`config.mk`:
```
export PLATFORM = sky130hd
export DESIGN_NAME = param_memory
export DESIGN_NICKNAME = d
export VERILOG_FILES = /design/src/rtl/mem_pkg.sv /design/src/rtl/mem_clr_fsm.sv /design/src/rtl/param_memory.sv
export SDC_FILE = /design/constraint.sdc
export NUM_CORES = 1
export LEC_CHECK = 0
export BUFFER_PORTS_ARGS = -buffer_cell sky130_fd_sc_hd__buf_2
export CORE_ASPECT_RATIO = 1.75
export CORE_MARGIN = 4
export CORE_UTILIZATION = 35
export CTS_CLUSTER_DIAMETER = 40
export DETAILED_ROUTE_END_ITERATION = 8
export GPL_ROUTABILITY_DRIVEN = 0
export PLACE_DENSITY = 0.49
export SLEW_MARGIN = 20
export SYNTH_ARGS = -nofsm -noshare
export SYNTH_HDL_FRONTEND = slang
export SYNTH_SLANG_ARGS = --single-unit
```
`constraint.sdc`:
```
create_clock -name MCLK -period 3 [get_ports MCLK]
set_input_delay 0.3 -clock MCLK [delete_from_list [all_inputs] [get_ports MCLK]]
set_output_delay 0.3 -clock MCLK [all_outputs]
set_load 0.005 [all_outputs]
```
`src/rtl/mem_pkg.sv`:
```
// Shared constants and state encoding for the parametrised RAM.
// Used by the datapath, the clear sequencer and the bench.
package mem_pkg;

    localparam int DW_DEF    = 12;
    localparam int DEPTH_DEF = 101;
    localparam int AW_DEF    = 11;

    typedef enum logic {
        ST_CLR = 1'b0,
        ST_RUN = 1'b1
    } mem_state_t;

    // Array index width; at least one bit even for a single-word array.
    function automatic int idx_w(input int depth);
        return (depth > 1) ? $clog2(depth) : 1;
    endfunction

endpackage

```
`src/rtl/mem_clr_fsm.sv`:
```
// Zero-fill sequencer: walks every word after reset or Clear,
// then releases the array to the user port via Ready.
module mem_clr_fsm
    import mem_pkg::*;
#(
    parameter int DEPTH = DEPTH_DEF,
    parameter int AW    = AW_DEF,
    parameter int IW    = idx_w(DEPTH_DEF)
) (
    input  logic          MCLK,
    input  logic          MRST_N,
    input  logic          Clear,
    output logic          Ready,
    output logic          ClrWe,
    output logic [IW-1:0] ClrAddr
);

    localparam logic [AW-1:0] LAST = AW'(DEPTH - 1);

    mem_state_t    state_q, state_d;
    logic [AW-1:0] cnt_q, cnt_d;

    always_ff @(posedge MCLK or negedge MRST_N) begin
        if (!MRST_N) begin
            state_q <= ST_CLR;
            cnt_q   <= '0;
        end else begin
            state_q <= state_d;
            cnt_q   <= cnt_d;
        end
    end

    always_comb begin
        state_d = state_q;
        cnt_d   = cnt_q;
        unique case (state_q)
            ST_CLR: begin
                if (Clear) begin
                    cnt_d = '0;
                end else if (cnt_q == LAST) begin
                    state_d = ST_RUN;
                    cnt_d   = '0;
                end else begin
                    cnt_d = cnt_q + 1'b1;
                end
            end
            ST_RUN: begin
                if (Clear) begin
                    state_d = ST_CLR;
                    cnt_d   = '0;
                end
            end
            default: begin
                state_d = ST_CLR;
                cnt_d   = '0;
            end
        endcase
    end

    assign Ready   = (state_q == ST_RUN);
    assign ClrWe   = (state_q == ST_CLR);
    assign ClrAddr = cnt_q[IW-1:0];

endmodule

```
`src/rtl/param_memory.sv`:
```
// Simple-dual-port RAM with zero-fill on reset/Clear, selectable
// read-during-write policy, optional output register, range check.
module param_memory
    import mem_pkg::*;
#(
    parameter int DW      = DW_DEF,
    parameter int DEPTH   = DEPTH_DEF,
    parameter int AW      = AW_DEF,
    parameter int RD_MODE = 0,
    parameter int OUT_REG = 0
) (
    input  logic          MCLK,
    input  logic          MRST_N,
    input  logic          Clear,
    input  logic          WriteEn,
    input  logic [AW-1:0] WAddress,
    input  logic [DW-1:0] InData,
    input  logic          ReadEn,
    input  logic [AW-1:0] RAddress,
    output logic [DW-1:0] OutData,
    output logic          ReadValid,
    output logic          Ready,
    output logic          AddrErr
);

    localparam int          IW    = idx_w(DEPTH);
    localparam logic [AW:0] LIMIT = (AW + 1)'(DEPTH);

    logic [DW-1:0] mem [DEPTH];

    logic          clr_we;
    logic [IW-1:0] clr_addr;
    logic          w_inr, r_inr;
    logic          wr_ok, rd_ok, bypass;
    logic          mem_we;
    logic [IW-1:0] mem_wa, rd_idx;
    logic [DW-1:0] mem_wd, rd_word;

    mem_clr_fsm #(
        .DEPTH (DEPTH),
        .AW    (AW),
        .IW    (IW)
    ) u_clr (
        .MCLK    (MCLK),
        .MRST_N  (MRST_N),
        .Clear   (Clear),
        .Ready   (Ready),
        .ClrWe   (clr_we),
        .ClrAddr (clr_addr)
    );

    assign w_inr  = ({1'b0, WAddress} < LIMIT);
    assign r_inr  = ({1'b0, RAddress} < LIMIT);
    assign wr_ok  = Ready & WriteEn & w_inr;
    // A read issued alongside Clear is part of the flushed pipeline.
    assign rd_ok  = Ready & ReadEn & ~Clear;
    assign bypass = (RD_MODE == 1) && wr_ok && (WAddress == RAddress);

    assign mem_we = clr_we | wr_ok;
    assign mem_wa = clr_we ? clr_addr : WAddress[IW-1:0];
    assign mem_wd = clr_we ? '0 : InData;
    assign rd_idx = RAddress[IW-1:0];

    always_ff @(posedge MCLK) begin
        if (mem_we) begin
            mem[mem_wa] <= mem_wd;
        end
    end

    always_comb begin
        rd_word = '0;
        if (r_inr) begin
            rd_word = mem[rd_idx];
        end
        if (bypass) begin
            rd_word = InData;
        end
    end

    always_ff @(posedge MCLK or negedge MRST_N) begin
        if (!MRST_N) begin
            AddrErr <= 1'b0;
        end else begin
            AddrErr <= Ready & ((WriteEn & ~w_inr) | (ReadEn & ~r_inr));
        end
    end

    if (OUT_REG != 0) begin : g_reg
        logic          s1_v;
        logic [DW-1:0] s1_d;

        always_ff @(posedge MCLK or negedge MRST_N) begin
            if (!MRST_N) begin
                s1_v      <= 1'b0;
                s1_d      <= '0;
                OutData   <= '0;
                ReadValid <= 1'b0;
            end else begin
                s1_v      <= rd_ok;
                ReadValid <= s1_v & ~Clear;
                if (rd_ok) begin
                    s1_d <= rd_word;
                end
                if (s1_v & ~Clear) begin
                    OutData <= s1_d;
                end
            end
        end
    end else begin : g_dir
        always_ff @(posedge MCLK or negedge MRST_N) begin
            if (!MRST_N) begin
                OutData   <= '0;
                ReadValid <= 1'b0;
            end else begin
                ReadValid <= rd_ok;
                if (rd_ok) begin
                    OutData <= rd_word;
                end
            end
        end
    end

endmodule

```
# [Yosys cells after proc, flatten, opt, wreduce, memory -nomap -nowiden]
# Memory sizes are Yosys's and may differ from the RTL's.
# Index checks and enable logic that the tools add are counted.
[totals] out_inout_bits=15 regBits=26 word_cells=37 mem_count=1 input_bits=39 ramBits=1212
[memory_table] name="mem" depth=101 word_bits=12 read_ports=1 rd_ports_with_merged_regs=0 wr=1 line="param_memory.sv:29" text="logic [DW-1:0] mem [DEPTH];"
[classes] n_bitwise=13 n_addsub=1 eq_ne=2 mux=13 order_cmp=2
[op_table] operator="$mux 11" count=3
[op_table] operator="$mux 12" count=2
[op_table] operator="$lt 11x7->1 const B" count=2
[op_table] operator="$pmux 11 s2" count=1
[op_table] operator="$add 11x1->11 const B" count=1
[op_table] operator="$eq 11x7->1 const B" count=1
[op_table] operator="$and 1x1->1" count=7
[op_table] operator="$mux 7" count=1
[op_table] operator="$mux 1" count=5
[op_table] operator="$not 1->1" count=4
[op_table] operator="$ne 2x2->1 const B" count=1
[op_table] operator="$or 1x1->1" count=2
[op_table] operator="$pmux 1 s2" count=1

# [Logic depth before layout (Yosys ltp)]
# Gate-level depths: netlist (run 1).
[depth] word_depth=5 depth_mapped=12 ltp_nobuf=8

# [Cells and area by module]
# From an unflattened synthesis (run 1), not the netlist that was laid out.
[unflattened] hier_cells=2286 area_unflattened_um2=48442.7
[modules_own_cells] module="param_memory" seq_area_each_um2=36745.2 area_each_um2=47725.8 instances=1 cells_per_inst=2207
[modules_own_cells] module="mem_clr_fsm" seq_area_each_um2=300.3 area_each_um2=716.9 instances=1 cells_per_inst=79

# [Worst setup path before layout (run 1)]
# No wires, ideal clock.
[synth_timing] kind="register to register" start="register u_clr.state_q, in the netlist u_clr.Ready" end="memory mem[78][0] in the netlist's numbering (enable)" required_time_ns=2.588 path_stages_with_launch=5 t_arrival_ns=2.406 n_path_buf=1 slack_ns=0.181 synth_period_minus_slack_ns=2.819 setup_ns=0.412 cell_sequence="dfrtp_1 clkbuf_1 o32ai_1 nand2_1 nor4_1"
[synth_via] elab_chain_cells=5 elab_cells_between_ends=7 classes_between="mux (3); bitwise (4)"
[synth_lines] item="from (decl)" line="mem_clr_fsm.sv:20" text="mem_state_t state_q, state_d;"
[synth_lines] item="from (signal assigned)" line="mem_clr_fsm.sv:28" text="state_q <= state_d;"
[synth_lines] item="$and 1x1->1 (2 in a row)" line="param_memory.sv:54" text="assign wr_ok = Ready & WriteEn & w_inr;"
[synth_lines] item="$or 1x1->1" line="param_memory.sv:59" text="assign mem_we = clr_we | wr_ok;"
[synth_lines] item="$mux 1" line="param_memory.sv:65" text="if (mem_we) begin"
[synth_lines] item="$mux 1 (not written as such)" line="param_memory.sv:66" text="mem[mem_wa] <= mem_wd;"
[synth_lines] item="to (decl)" line="param_memory.sv:29"
# Parallel ways exist; a longest one is shown, timed or not.

# [Worst setup path in the final report (run 1)]
[layout_timing] start="register u_clr.state_q, in the netlist u_clr.Ready" end="register OutData[4]"
[layout_via] elab_chain_cells=2
[layout_lines] item="$and 1x1->1 (2 in a row)" line="param_memory.sv:56" text="assign rd_ok = Ready & ReadEn & ~Clear;"
[layout_lines] item="to (signal assigned)" line="param_memory.sv:117" text="OutData <= rd_word;"
[layout_lines] item="to (decl)" line="param_memory.sv:20" text="output logic [DW-1:0] OutData,"
# No other way between the ends.
# A chain may end at the register's enable or synchronous reset.

==> results of run 1 <==
==> worst max-delay path, stage by stage (launching register included) <==
cell and delay, ns:
sky130_fd_sc_hd__dfrtp_1 0.35, sky130_fd_sc_hd__buf_4 0.36, sky130_fd_sc_hd__nand3b_1 0.26, sky130_fd_sc_hd__nor2_1 0.43, sky130_fd_sc_hd__o21ai_1 0.12, sky130_fd_sc_hd__buf_4 0.21
sky130_fd_sc_hd__a21oi_1 0.35, sky130_fd_sc_hd__o21ai_0 0.17, sky130_fd_sc_hd__buf_4 0.16, sky130_fd_sc_hd__o31ai_1 0.24
==> flip-flops by register name, summed over array words and instances (netlist names) <==
signal / cells
AddrErr: 1
u_clr.cnt_q: 11
ReadValid: 1
OutData: 12
mem: 1212
u_clr.Ready: 1
==> through the flow <==
step                utilization, %  TNS [ns]  area, µm²  setup WS (ns)  std cells
floorplan                        -         0      48500          0.181       2287
global placement              39.2    -0.222      54000         -0.128       4336
detailed placement            39.2    -0.180      54000         -0.132       4336
CTS                           42.4         0      58400          0.200       4575
global route                  42.4         0      58400         0.0995       4577
finish                        42.4         0      58400          0.212       4582
==> how the worst min path moves through the flow <==
stage                     slack (ns)                     end              startpoint  depth (start not counted)
after global placement          0.48  OutData[9]$_DFFE_PN0P_  OutData[9]$_DFFE_PN0P_                          2
after global routing            0.07    mem[76][7]$_DFFE_PP_               InData[7]                          2
after detailed placement        0.48  OutData[9]$_DFFE_PN0P_  OutData[9]$_DFFE_PN0P_                          2
final                           0.11    mem[77][7]$_DFFE_PP_               InData[7]                          2
after floorplan                0.004       AddrErr$_DFF_PN0_                  MRST_N                          0
after CTS                       0.04       AddrErr$_DFF_PN0_                 WriteEn                          4
==> power groups by stage <==
stage	combinational [mW]	sequential, mW	clock [mW]
floorplan	0.958	19.1	0
global placement	1.75	19.1	0
detailed placement	1.76	19.2	0
CTS	1.77	18.8	16.8
global route	1.82	18.8	17.5
finish	1.74	18.8	16.4
==> metal layers <==
metal / wire length, µm / track usage (%) / vias up
met5: 40 / 0 / -
met4: 6600 / 8.34 / 6
met3: 7230 / 3.99 / 243
met2: 75100 / 35.0 / 767
met1: 50900 / 22.5 / 13200
li1: - / - / 10300
==> layout by cell type (no fill, tap or decap), types with 5 or more instances in the layout <==
cell type,netlist,routed
sky130_fd_sc_hd__inv_6,0,13
sky130_fd_sc_hd__clkinv_4,0,9
sky130_fd_sc_hd__mux2i_1,112,112
sky130_fd_sc_hd__inv_8,0,6
sky130_fd_sc_hd__a21oi_1,29,29
sky130_fd_sc_hd__o211ai_1,7,7
sky130_fd_sc_hd__nand3_1,27,27
sky130_fd_sc_hd__a22oi_1,19,19
sky130_fd_sc_hd__a32o_1,6,6
sky130_fd_sc_hd__o31ai_1,7,7
sky130_fd_sc_hd__clkinvlp_4,0,8
sky130_fd_sc_hd__edfxtp_1,1212,1212
sky130_fd_sc_hd__nand2_1,89,89
sky130_fd_sc_hd__buf_2,27,50
sky130_fd_sc_hd__mux2_2,6,6
sky130_fd_sc_hd__mux4_2,299,299
sky130_fd_sc_hd__inv_1,7,6
sky130_fd_sc_hd__dfrtp_1,26,26
sky130_fd_sc_hd__o21ai_0,42,41
sky130_fd_sc_hd__clkinv_1,1,17
sky130_fd_sc_hd__clkinv_8,0,5
sky130_fd_sc_hd__a221oi_1,9,9
sky130_fd_sc_hd__buf_4,25,188
sky130_fd_sc_hd__clkbuf_16,0,134
sky130_fd_sc_hd__nor3_1,8,8
sky130_fd_sc_hd__and2_4,0,12
sky130_fd_sc_hd__o2111ai_1,5,5
sky130_fd_sc_hd__clkbuf_1,48,21
sky130_fd_sc_hd__nor2_1,132,132
sky130_fd_sc_hd__o22ai_1,9,9
sky130_fd_sc_hd__nor2b_1,7,7
sky130_fd_sc_hd__and3_1,10,10
sky130_fd_sc_hd__buf_12,2,112
sky130_fd_sc_hd__nand2b_1,11,11
sky130_fd_sc_hd__diode_2,0,7
sky130_fd_sc_hd__clkinv_2,0,9
sky130_fd_sc_hd__bufinv_16,0,13
==> cell type report <==
cell class,count,area share (%)
Multi-Input combinational cell,917,18.3
Timing Repair Buffer,356,6.81
Clock inverter,81,1.58
Antenna cell,7,0.0300
Tap cell,1820,3.90
Inverter,8,0.0514
Clock buffer,155,5.88
Sequential cell,1238,63.5
==> logic make-up after synthesis <==
group,count (synthesis)
compound gates,174
xor+xnor,1
fa+ha+maj,2
buf+inv,132
flops,1238
mux,420
simple gates,320
==> PnR_summary.wiki, run 1 <==
{| class="wikitable"
! Metric !! Value
|-
| Result of the run || finished, final reports clean
|-
| Synth Area in Adders || 0.0516%
|-
| Reg-to-reg slack, setup || 0.21 ns
|-
| Destination of the worst register-to-register timing path || OutData[4]$_DFFE_PN0P_
|-
| Number of rows created at floorplan || 180
|-
| Fraction of power consumed by the clock network || 44.4%
|-
| Kind of capture point of the worst setup path || flip-flop
|-
| Initial standard-cell utilization of the core || 35.2%
|-
| Number of cells on the worst reg-to-reg path || 9
|-
| Final Routed Wirelength || about 140,000 µm
|-
| Final hold viol count || 0
|-
| Number of enable flip-flop cells after synthesis || 1,212
|-
| Switching power total || around 7.9 mW
|-
| Top flip-flop cell by instance count after synthesis || sky130_fd_sc_hd__edfxtp_1
|-
| Main combinational cell family by area after synthesis || multiplexers
|-
| Peak VDD IR || 0.346 mV
|-
| Average footprint of a synthesized cell || 21.2 µm²
|-
| Clock network latency to the later pin of the worst-skew pair || roughly 0.75 ns
|-
| Global-route total usage across every layer || 19.5%
|-
| Cell type with the largest total area after synthesis || sky130_fd_sc_hd__edfxtp_1
|-
| Post-CTS setup buffer count || 0
|-
| Wire length of the first global-routing pass || 198,000 µm
|-
| H-tree depth || 4
|-
| CP arrival || between 3 and 4 ns
|-
| Pre-Repair DR Iteration Count || 5
|-
| Share of synthesized area spent on multiplexers || 16.5%
|-
| Critical path data required time || 3.61 ns
|-
| Initial antenna violation count || 9
|-
| Yosys Warn Count || 0
|-
| Clock sink count || around 1,200
|-
| Maximum number of buffers from clock root to sink || 3
|-
| Clock-pin slew of the registers on the worst-case setup and hold paths || around 0.060 ns
|-
| Register area share after synthesis || between 70% and 80%
|-
| Worst setup SP type || flip-flop
|-
| Worst min path class || in -> reg
|-
| Post-detailed-route DRC marker count || 0
|-
| Cell area after technology mapping || 48,500 µm²
|-
| Antenna viol nets, final || 0
|-
| Register cell area after layout || 37,000 µm²
|-
| Area of the core || 138,000 µm²
|-
| # IOs || 54
|-
| Clock buffer count from CTS || 130
|-
| Total power draw || 36.9 mW
|-
| Post-Route Skew || about 0.028 ns
|-
| Final Slew Violations || 0
|-
| DP HPWL || 92,900 µm
|-
| Root Buffer Master || sky130_fd_sc_hd__clkbuf_16
|-
| Number of design-rule violations left by the first detailed-router iteration || 2,362
|-
| Net count, final || 2,692
|-
| Number of instances resized during post-cts repair || 0
|-
| Total of buffers placed on input and output ports || 53
|-
| Mapped Cells || 2,287
|-
| Synthesis-to-layout area growth || 20.5%
|-
| Number of nets produced by synthesis || roughly 2,300
|-
| Max-capacitance violation count || 0
|-
| Post-synthesis xor/xnor area fraction || less than 1%
|-
| Startpoint of the worst-slack reg-to-reg timing path || u_clr.Ready$_DFF_PN0_
|-
| Maximum net fanout on the critical path || 34
|-
| Hold bufs inserted after CTS || 3
|-
| Share of cells above drive strength 1 || 31.7%
|-
| Die boundary height || ~500 µm
|-
| Ranking of synthesized cells by area || sky130_fd_sc_hd__edfxtp_1 (75%), sky130_fd_sc_hd__mux4_2 (14%), sky130_fd_sc_hd__mux2i_1 (2.3%), sky130_fd_sc_hd__dfrtp_1 (1.3%), sky130_fd_sc_hd__nor2_1 (1.0%)
|-
| Synth Area in Simple Gates || ~2.9%
|-
| Number of vias per cell || 5.35
|-
| Compound-cell area share of the yosys netlist || around 2.5%
|-
| Fmax || 0.359 GHz
|-
| Clock tree from TritonCTS || built
|-
| Type of the worst setup path || reg -> reg
|-
| Worst slew slack as a fraction of its limit || 31.3%
|-
| Pin count of the biggest net entering global routing || a little over 100
|-
| Routed wirelength normalized by instance count || 30.5 µm
|-
| Final period demand of the worst path || 2.79 ns
|-
| Via count of the first global-routing pass || 25,800
|-
| Worst hold-check slack || 0.107 ns
|-
| Setup Viol. Count Final || 0
|-
| Combinational group share of total power || under 10%
|-
| Proportion of total power due to net switching || 21.5%
|-
| Most frequent cell after synthesis || sky130_fd_sc_hd__edfxtp_1
|-
| Overall overflow remaining after global route || 0
|-
| Startpoint of the worst setup timing path || u_clr.Ready$_DFF_PN0_
|-
| Unique cell type count in the Yosys netlist || 64
|-
| Cell internal pwr || 29.0 mW
|-
| RSZ-0062 raised after global routing || false
|-
| Leakage || 20.2 nW
|-
| Period utilization || 92.9%
|-
| Async SR Flop Fraction || 2.10%
|-
| Worst Setup EP || OutData[4]$_DFFE_PN0P_
|-
| Worst Tran Pin Value || 1.03 ns
|-
| Sequential cell fraction of total power || 50.9%
|-
| Multi-input combinational cell area || 10,700 µm²
|-
| Count of vias placed by the detailed router || 24,500
|-
| Width of the chip || 289 µm
|-
| Die Outline Area || 145,000 µm²
|-
| Number of fill cells in the layout || 11,900
|-
| Post-synth top area share || 75.1%
|-
| Cell Pwr Density || 632 nW/µm²
|-
| Register bit total from synthesis || 1,238
|-
| Top cells by instance count after synthesis || sky130_fd_sc_hd__edfxtp_1 (1,212), sky130_fd_sc_hd__mux4_2 (299), sky130_fd_sc_hd__nor2_1 (132), sky130_fd_sc_hd__mux2i_1 (112), sky130_fd_sc_hd__nand2_1 (89)
|}
No activity file was read; power rests on OpenSTA's default activity.
==> run 2: changes to the inputs <==
--- a/config.mk
+++ b/config.mk
@@ -7,11 +7,12 @@
 export LEC_CHECK = 0
 export BUFFER_PORTS_ARGS = -buffer_cell sky130_fd_sc_hd__buf_2
 export CORE_ASPECT_RATIO = 1.75
-export CORE_MARGIN = 4
+export CORE_MARGIN = 2
 export CORE_UTILIZATION = 35
 export CTS_CLUSTER_DIAMETER = 40
 export DETAILED_ROUTE_END_ITERATION = 8
 export GPL_ROUTABILITY_DRIVEN = 0
+export MAX_ROUTING_LAYER = met4
 export PLACE_DENSITY = 0.49
 export SLEW_MARGIN = 20
 export SYNTH_ARGS = -nofsm -noshare
==> PnR_summary.wiki, run 2 (synthesis results as in run 1) <==
{| class="wikitable"
! Metric !! Value
|-
| Result of the run || finished, final reports clean (unchanged)
|-
| Number of flip-flops in the largest register || 1,212 (unchanged)
|-
| Most frequent standard cell in the layout excluding fill and tap cells || sky130_fd_sc_hd__edfxtp_1 (unchanged)
|-
| Clock-pin slew of the registers on the worst-case setup and hold paths || 0.06 ns (about the same)
|-
| Register with the most flip-flops || mem (unchanged)
|-
| Routed wirelength normalized by instance count || 30.6 µm (was 30.5 µm)
|-
| Worst setup SP type || flip-flop (unchanged)
|-
| Worst Setup EP || OutData[6]$_DFFE_PN0P_ (was OutData[4]$_DFFE_PN0P_)
|-
| Area of the core || 137,000 µm² (was 138,000 µm²)
|-
| Switching power total || 7.75 mW (was 7.94 mW)
|-
| Root Buffer Master || sky130_fd_sc_hd__clkbuf_16 (unchanged)
|-
| Leakage || 19.9 nW (was 20.2 nW)
|-
| # IOs || 54 (unchanged)
|-
| Worst path slowest cell || sky130_fd_sc_hd__a2111oi_0 (was sky130_fd_sc_hd__nor2_1)
|-
| Buf/Inv on CP || 2 (was 3)
|-
| CP arrival || 3.28 ns (was 3.40 ns)
|-
| Combinational group share of total power || 4.7% (about the same)
|-
| Reg-to-reg slack, setup || 0.33 ns (was 0.21 ns)
|-
| Number of design-rule violations left by the first detailed-router iteration || 2,181 (was 2,362)
|-
| Period utilization || 89.1% (was 92.9%)
|-
| Final Slew Violations || 0 (unchanged)
|-
| Worst slew slack as a fraction of its limit || 24.4% (was 31.3%)
|-
| Startpoint of the worst setup timing path || mem[73][6]$_DFFE_PP_ (was u_clr.Ready$_DFF_PN0_)
|-
| Destination of the worst register-to-register timing path || OutData[6]$_DFFE_PN0P_ (was OutData[4]$_DFFE_PN0P_)
|-
| Clock tree from TritonCTS || built (unchanged)
|-
| Maximum net fanout on the critical path || 2 (was 34)
|-
| Via count of the first global-routing pass || 26,200 (was 25,800)
|-
| Setup Viol. Count Final || 0 (unchanged)
|-
| Clock sink count || 1,238 (unchanged)
|-
| Die Outline Area || 142,000 µm² (was 145,000 µm²)
|-
| Proportion of total power due to net switching || 21.4% (was 21.5%)
|-
| Final Cell Area || 57,600 µm² (was 58,400 µm²)
|-
| Startpoint of the worst-slack reg-to-reg timing path || mem[73][6]$_DFFE_PP_ (was u_clr.Ready$_DFF_PN0_)
|-
| Total Neg Setup Slack || 0 ns (unchanged)
|-
| Clock buffer count from CTS || 120 (was 130)
|-
| Die boundary height || 496 µm (was 500 µm)
|-
| Cells traversed along the worst timing path || mux4_2 -> o21ai_0 -> buf_4 -> nor2_1 -> a2111oi_0 -> buf_4 -> and3_1 -> o31ai_1 (was buf_4 -> nand3b_1 -> nor2_1 -> o21ai_1 -> buf_4 -> a21oi_1 -> o21ai_0 -> buf_4 -> o31ai_1)
|-
| Start point of the worst min-delay path || ReadEn (was InData[7])
|-
| Final hold viol count || 0 (unchanged)
|-
| Worst Tran Pin Value || 1.13 ns (was 1.03 ns)
|-
| Post-Place Cell Area || 53,400 µm² (was 54,000 µm²)
|-
| Post-CTS setup buffer count || 0 (unchanged)
|-
| DP HPWL || 94,100 µm (was 92,900 µm)
|-
| Initial standard-cell utilization of the core || 35.3% (was 35.2%)
|-
| Global-route total usage across every layer || 20.5% (was 19.5%)
|-
| RSZ-0062 raised after global routing || false (unchanged)
|-
| Register cell area after layout || 37,000 µm² (unchanged)
|-
| Net count, final || 2,674 (was 2,692)
|-
| Type of the worst setup path || reg -> reg (unchanged)
|-
| Number of rows created at floorplan || 180 (unchanged)
|-
| Maximum number of buffers from clock root to sink || 3 (unchanged)
|-
| Delay-heaviest family, CP || compound AO/OA/AOI/OAI gates (unchanged)
|-
| Fraction of power consumed by the clock network || 43.4% (was 44.4%)
|-
| Worst min path class || in -> reg (unchanged)
|-
| Multi-input combinational cell area || 10,700 µm² (about the same)
|-
| Pre-Repair DR Iteration Count || 5 (unchanged)
|-
| Kind of capture point of the worst setup path || flip-flop (unchanged)
|-
| Cell internal pwr || 28.5 mW (was 29.0 mW)
|-
| Max-capacitance violation count || 0 (unchanged)
|-
| Largest regs || mem: 1212 flops, OutData: 12 flops, u_clr.cnt_q: 11 flops (unchanged)
|-
| Width of the chip || 285 µm (was 289 µm)
|-
| Antenna viol nets, final || 0 (unchanged)
|-
| Sequential cell fraction of total power || 51.9% (was 50.9%)
|-
| Critical path data required time || 3.61 ns (about the same)
|-
| Most used cells in the layout excluding fill and tap cells || sky130_fd_sc_hd__edfxtp_1 (1,212), sky130_fd_sc_hd__mux4_2 (299), sky130_fd_sc_hd__buf_4 (220) (was sky130_fd_sc_hd__edfxtp_1 (1,212), sky130_fd_sc_hd__mux4_2 (299), sky130_fd_sc_hd__buf_4 (188))
|-
| Pin count of the biggest net entering global routing || 86 (was 102)
|-
| Synthesis-to-layout area growth || 18.8% (was 20.5%)
|-
| Share of cells above drive strength 1 || 31.7% (about the same)
|-
| H-tree depth || 3 (was 4)
|-
| Peak VDD IR || 0.513 mV (was 0.346 mV)
|-
| Final Routed Wirelength || 139,000 µm (was 140,000 µm)
|-
| Final period demand of the worst path || 2.67 ns (was 2.79 ns)
|-
| End-of-flow core utilization || 41.9% (was 42.4%)
|-
| Number of fill cells in the layout || 12,100 (was 11,900)
|-
| Overall overflow remaining after global route || 0 (unchanged)
|-
| Initial antenna violation count || 5 (was 9)
|-
| Total power draw || 36.2 mW (was 36.9 mW)
|-
| Total of buffers placed on input and output ports || 53 (unchanged)
|-
| Number of vias per cell || 5.35 (about the same)
|-
| Worst path max stage delay || 0.65 ns (was 0.43 ns)
|-
| Dominant cell type by count on the critical path || sky130_fd_sc_hd__buf_4 (unchanged)
|-
| Post-Route Skew || 0.0319 ns (was 0.0279 ns)
|-
| CP Depth || 8 (was 9)
|-
| Post-detailed-route DRC marker count || 0 (unchanged)
|-
| Fmax || 0.374 GHz (was 0.359 GHz)
|-
| Wire length of the first global-routing pass || 199,000 µm (was 198,000 µm)
|-
| Cell Pwr Density || 629 nW/µm² (was 632 nW/µm²)
|-
| Number of cells on the worst reg-to-reg path || 8 (was 9)
|-
| Clock network latency to the later pin of the worst-skew pair || 0.74 ns (was 0.75 ns)
|-
| Count of vias placed by the detailed router || 24,400 (was 24,500)
|}
-- run 2: changes by cell type in the layout (fill, tap and decap cells not counted), sizes merged --
| cell | before | now |
|---|---|---|
| buf | 353 | 345 |
| bufinv | 13 | 15 |
| clkbuf | 155 | 143 |
| clkinv | 40 | 42 |
| diode | 7 | 1 |
| inv | 28 | 25 |
-- run 2: tightest hold or removal path, stage by stage --
cell	delay [ns]
sky130_fd_sc_hd__buf_2	0.17
sky130_fd_sc_hd__o21ai_0	0.12
sky130_fd_sc_hd__a21oi_1	0.16
-- run 2: power groups by stage --
stage / registers [mW] / logic (mW) / clock network, mW
global placement: 19.2 / 1.72 / 0
CTS: 18.8 / 1.73 / 16.0
detailed placement: 19.2 / 1.72 / 0
floorplan: 19.1 / 0.958 / 0
finish: 18.8 / 1.71 / 15.7
global route: 18.8 / 1.78 / 16.6
-- run 2: how the worst min path moves through the flow --
stage                     depth (start not counted)  slack (ns)                    endpoint
after floorplan                                   0       0.004           AddrErr$_DFF_PN0_
after global placement                            1        0.46  u_clr.cnt_q[8]$_DFFE_PN0P_
after detailed placement                          1        0.47  u_clr.cnt_q[9]$_DFFE_PN0P_
after CTS                                         3       0.006           AddrErr$_DFF_PN0_
after global routing                              3        0.07           AddrErr$_DFF_PN0_
final                                             3        0.09           AddrErr$_DFF_PN0_
-- run 2: final cells by class --
type,instances,share of cell area (%)
sequential,1238,64.3
multi-input combinational,917,18.6
timing repair buffer,348,5.93
clock buffer,143,5.54
tap,1820,3.96
clock inverter,82,1.59
inverter,8,0.0522
antenna,1,0.00435
-- run 2: through the flow --
stage / worst slack, ns / hold slack, ns / cells
2_1_floorplan: 0.181 / 0.00441 / 2287
3_3_place_gp: -0.124 / 0.459 / 4328
3_5_place_dp: -0.129 / 0.469 / 4328
4_1_cts: 0.283 / 0.00617 / 4556
5_1_grt: 0.151 / 0.0699 / 4557
6_report: 0.327 / 0.0912 / 4557
-- run 2: metal layers --
metal  vias up  global-route usage [%]  part of all wire (%)
met2       698                    36.6                    54
met4         0                    7.29                   3.6
met5         -                       -                     0
met3       184                    2.48                   4.4
li1      10200                       -                     -
met1     13300                    23.7                    38
-- run 2: timing repair --
action,4_1_cts,5_1_grt
hold endpoints to repair,29,0
hold buffers,3,0
endpoints found under the setup margin,26,0
gates resized for setup,1,0
==> run 3: changes to the inputs <==
--- a/config.mk
+++ b/config.mk
@@ -14,6 +14,7 @@
 export GPL_ROUTABILITY_DRIVEN = 0
 export MAX_ROUTING_LAYER = met4
 export PLACE_DENSITY = 0.49
+export RECOVER_POWER = 100
 export SLEW_MARGIN = 20
 export SYNTH_ARGS = -nofsm -noshare
 export SYNTH_HDL_FRONTEND = slang
==> PnR_summary.wiki, run 3 (synthesis results as in run 1) <==
{| class="wikitable"
! Metric !! Value
|-
| Worst slew slack as a fraction of its limit || -51.2% (was 24.4%)
|-
| Area of the core || 137,000 µm² (unchanged)
|-
| Fmax || 0.356 GHz (was 0.374 GHz)
|-
| Busiest grt layer || met2 (unchanged)
|-
| Type of the worst setup path || reg -> reg (unchanged)
|-
| Number of flip-flops in the largest register || 1,212 (unchanged)
|-
| GR Util met3 || 2.48% (unchanged)
|-
| Global-route total usage across every layer || 20.5% (unchanged)
|-
| Wire length of the first global-routing pass || 199,000 µm (unchanged)
|-
| Setup Viol. Count Final || 0 (unchanged)
|-
| Pin count of the biggest net entering global routing || 86 (unchanged)
|-
| Initial standard-cell utilization of the core || 35.3% (unchanged)
|-
| Overall overflow remaining after global route || 0 (unchanged)
|-
| Register with the most flip-flops || mem (unchanged)
|-
| Clock network latency to the later pin of the worst-skew pair || 0.74 ns (about the same)
|-
| Synthesis-to-layout area growth || 17.0% (was 18.8%)
|-
| Worst setup SP type || flip-flop (unchanged)
|-
| Initial antenna violation count || 4 (was 5)
|-
| Width of the chip || 285 µm (unchanged)
|-
| Via count of the first global-routing pass || 26,200 (unchanged)
|-
| DP HPWL || 94,100 µm (unchanged)
|-
| Maximum number of buffers from clock root to sink || 3 (unchanged)
|-
| Antenna viol nets, final || 0 (unchanged)
|-
| Number of rows created at floorplan || 180 (unchanged)
|-
| Post-CTS setup buffer count || 0 (unchanged)
|-
| H-tree depth || 3 (unchanged)
|-
| Cell Pwr Density || 638 nW/µm² (was 629 nW/µm²)
|-
| Largest regs || mem: 1212 flops, OutData: 12 flops, u_clr.cnt_q: 11 flops (unchanged)
|-
| Clock sink count || 1,238 (unchanged)
|-
| Reg-to-reg slack, setup || 0.19 ns (was 0.33 ns)
|-
| Share of cells above drive strength 1 || 29.8% (was 31.7%)
|-
| Most used cells in the layout excluding fill and tap cells || sky130_fd_sc_hd__edfxtp_1 (1,212), sky130_fd_sc_hd__mux4_2 (299), sky130_fd_sc_hd__nor2_1 (132) (was sky130_fd_sc_hd__edfxtp_1 (1,212), sky130_fd_sc_hd__mux4_2 (299), sky130_fd_sc_hd__buf_4 (220))
|-
| Number of design-rule violations left by the first detailed-router iteration || 2,137 (was 2,181)
|-
| Pre-Repair DR Iteration Count || 8 (was 5)
|-
| Post-Place Cell Area || 53,400 µm² (unchanged)
|-
| Kind of capture point of the worst setup path || flip-flop (unchanged)
|-
| Period utilization || 93.6% (was 89.1%)
|-
| Most frequent standard cell in the layout excluding fill and tap cells || sky130_fd_sc_hd__edfxtp_1 (unchanged)
|-
| Net count, final || 2,674 (unchanged)
|-
| Root Buffer Master || sky130_fd_sc_hd__clkbuf_16 (unchanged)
|-
| Number of vias per cell || 5.37 (was 5.35)
|-
| Post-Route Skew || 0.0301 ns (was 0.0319 ns)
|-
| Leakage || 19.5 nW (was 19.9 nW)
|-
| # IOs || 54 (unchanged)
|-
| Peak VDD IR || 0.511 mV (was 0.513 mV)
|-
| Final period demand of the worst path || 2.81 ns (was 2.67 ns)
|-
| Worst Tran Pin Value || 2.27 ns (was 1.13 ns)
|-
| Final Slew Violations || 156 (was 0)
|-
| Failing checks || max-capacitance violations, max-slew violations
|-
| Maximum net fanout on the critical path || 12 (was 2)
|-
| Post-detailed-route DRC marker count || 0 (unchanged)
|-
| Count of vias placed by the detailed router || 24,500 (was 24,400)
|-
| Final Routed Wirelength || 139,000 µm (about the same)
|-
| Critical path data required time || 3.34 ns (was 3.61 ns)
|-
| Result of the run || complete, but fails checks (was finished, final reports clean)
|-
| Total of buffers placed on input and output ports || 53 (unchanged)
|-
| CP arrival || 3.15 ns (was 3.28 ns)
|-
| Clock tree from TritonCTS || built (unchanged)
|-
| Routed wirelength normalized by instance count || 30.6 µm (about the same)
|-
| Die boundary height || 496 µm (unchanged)
|-
| Final Cell Area || 56,700 µm² (was 57,600 µm²)
|-
| Max-capacitance violation count || 4 (was 0)
|-
| Worst min path class || in -> reg (unchanged)
|-
| Total power draw || 36.2 mW (about the same)
|-
| Clock buffer count from CTS || 120 (unchanged)
|-
| Die Outline Area || 142,000 µm² (unchanged)
|-
| Final hold viol count || 0 (unchanged)
|-
| RSZ-0062 raised after global routing || false (unchanged)
|-
| Met1 routing resource usage after global routing || 23.7% (unchanged)
|-
| Met2 global-route usage || 36.6% (unchanged)
|-
| Clock-pin slew of the registers on the worst-case setup and hold paths || 0.06 ns (about the same)
|}
[run 3: worst max-delay path, stage by stage, from the launching register on]
cell                             delay (ns)
sky130_fd_sc_hd__dfrtp_1               0.37
sky130_fd_sc_hd__inv_1                 0.07
sky130_fd_sc_hd__clkbuf_2              0.22
sky130_fd_sc_hd__nor2_1                0.17
sky130_fd_sc_hd__a32o_1                0.39
sky130_fd_sc_hd__nand2_1               0.29
sky130_fd_sc_hd__nor2_1                0.22
sky130_fd_sc_hd__dlymetal6s2s_1        0.71
[run 3: per-layer routing]
metal	vias to the layer above	part of all wire [%]
li1	10200	-
met1	13300	38
met2	724	54
met3	197	4.2
met4	0	3.8
met5	-	0
[run 3: path summary, 6_finish.rpt]
check | startpoint | end | cells past startpoint
setup reg to reg | u_clr.Ready$_DFF_PN0_ | mem[19][4]$_DFFE_PP_ | 7
setup / recovery | u_clr.Ready$_DFF_PN0_ | mem[19][4]$_DFFE_PP_ | 7
hold reg to reg | OutData[4]$_DFFE_PN0P_ | OutData[4]$_DFFE_PN0P_ | 2
min in group asynchronous | MRST_N | OutData[4]$_DFFE_PN0P_ | 2
max in group asynchronous | MRST_N | u_clr.cnt_q[10]$_DFFE_PN0P_ | 2
hold / removal | ReadEn | AddrErr$_DFF_PN0_ | 3
[run 3: layout make-up]
type	instances	area, µm²
repair buffers	348	2580
fillers	12300	80700
clock inverters	82	915
well taps	1820	2280
diodes	1	2.50
multi-input cells	917	10700
clock buffers	143	3190
inverters	8	30.0
flip-flops and latches	1238	37000
[run 3: repair_timing]
action | 4_1_cts | 5_1_grt
setup endpoints to repair | 26 | 0
resized for setup | 1 | 0
hold buffers | 3 | 0
hold endpoints to repair | 29 | 0
[run 3: where the power goes]
group          internal, mW  switching [mW]  total (mW)
registers              18.8          0.0241        18.8
logic                 0.692           0.970        1.66
clock network          8.97            6.75        15.7
total                  28.4            7.74        36.2
[run 3: per-stage QoR]
stage               setup TNS, ns  setup slack (ns)  hold WS (ns)  std cells  util (%)
floorplan                       0             0.181       0.00441       2287         -
global placement            -4.24            -0.124         0.459       4328      38.9
detailed placement          -1.27            -0.129         0.469       4328      38.9
CTS                             0             0.283       0.00617       4556      41.9
global route                    0            0.0812        0.0811       4557      41.3
finish                          0             0.191        0.0956       4557      41.3
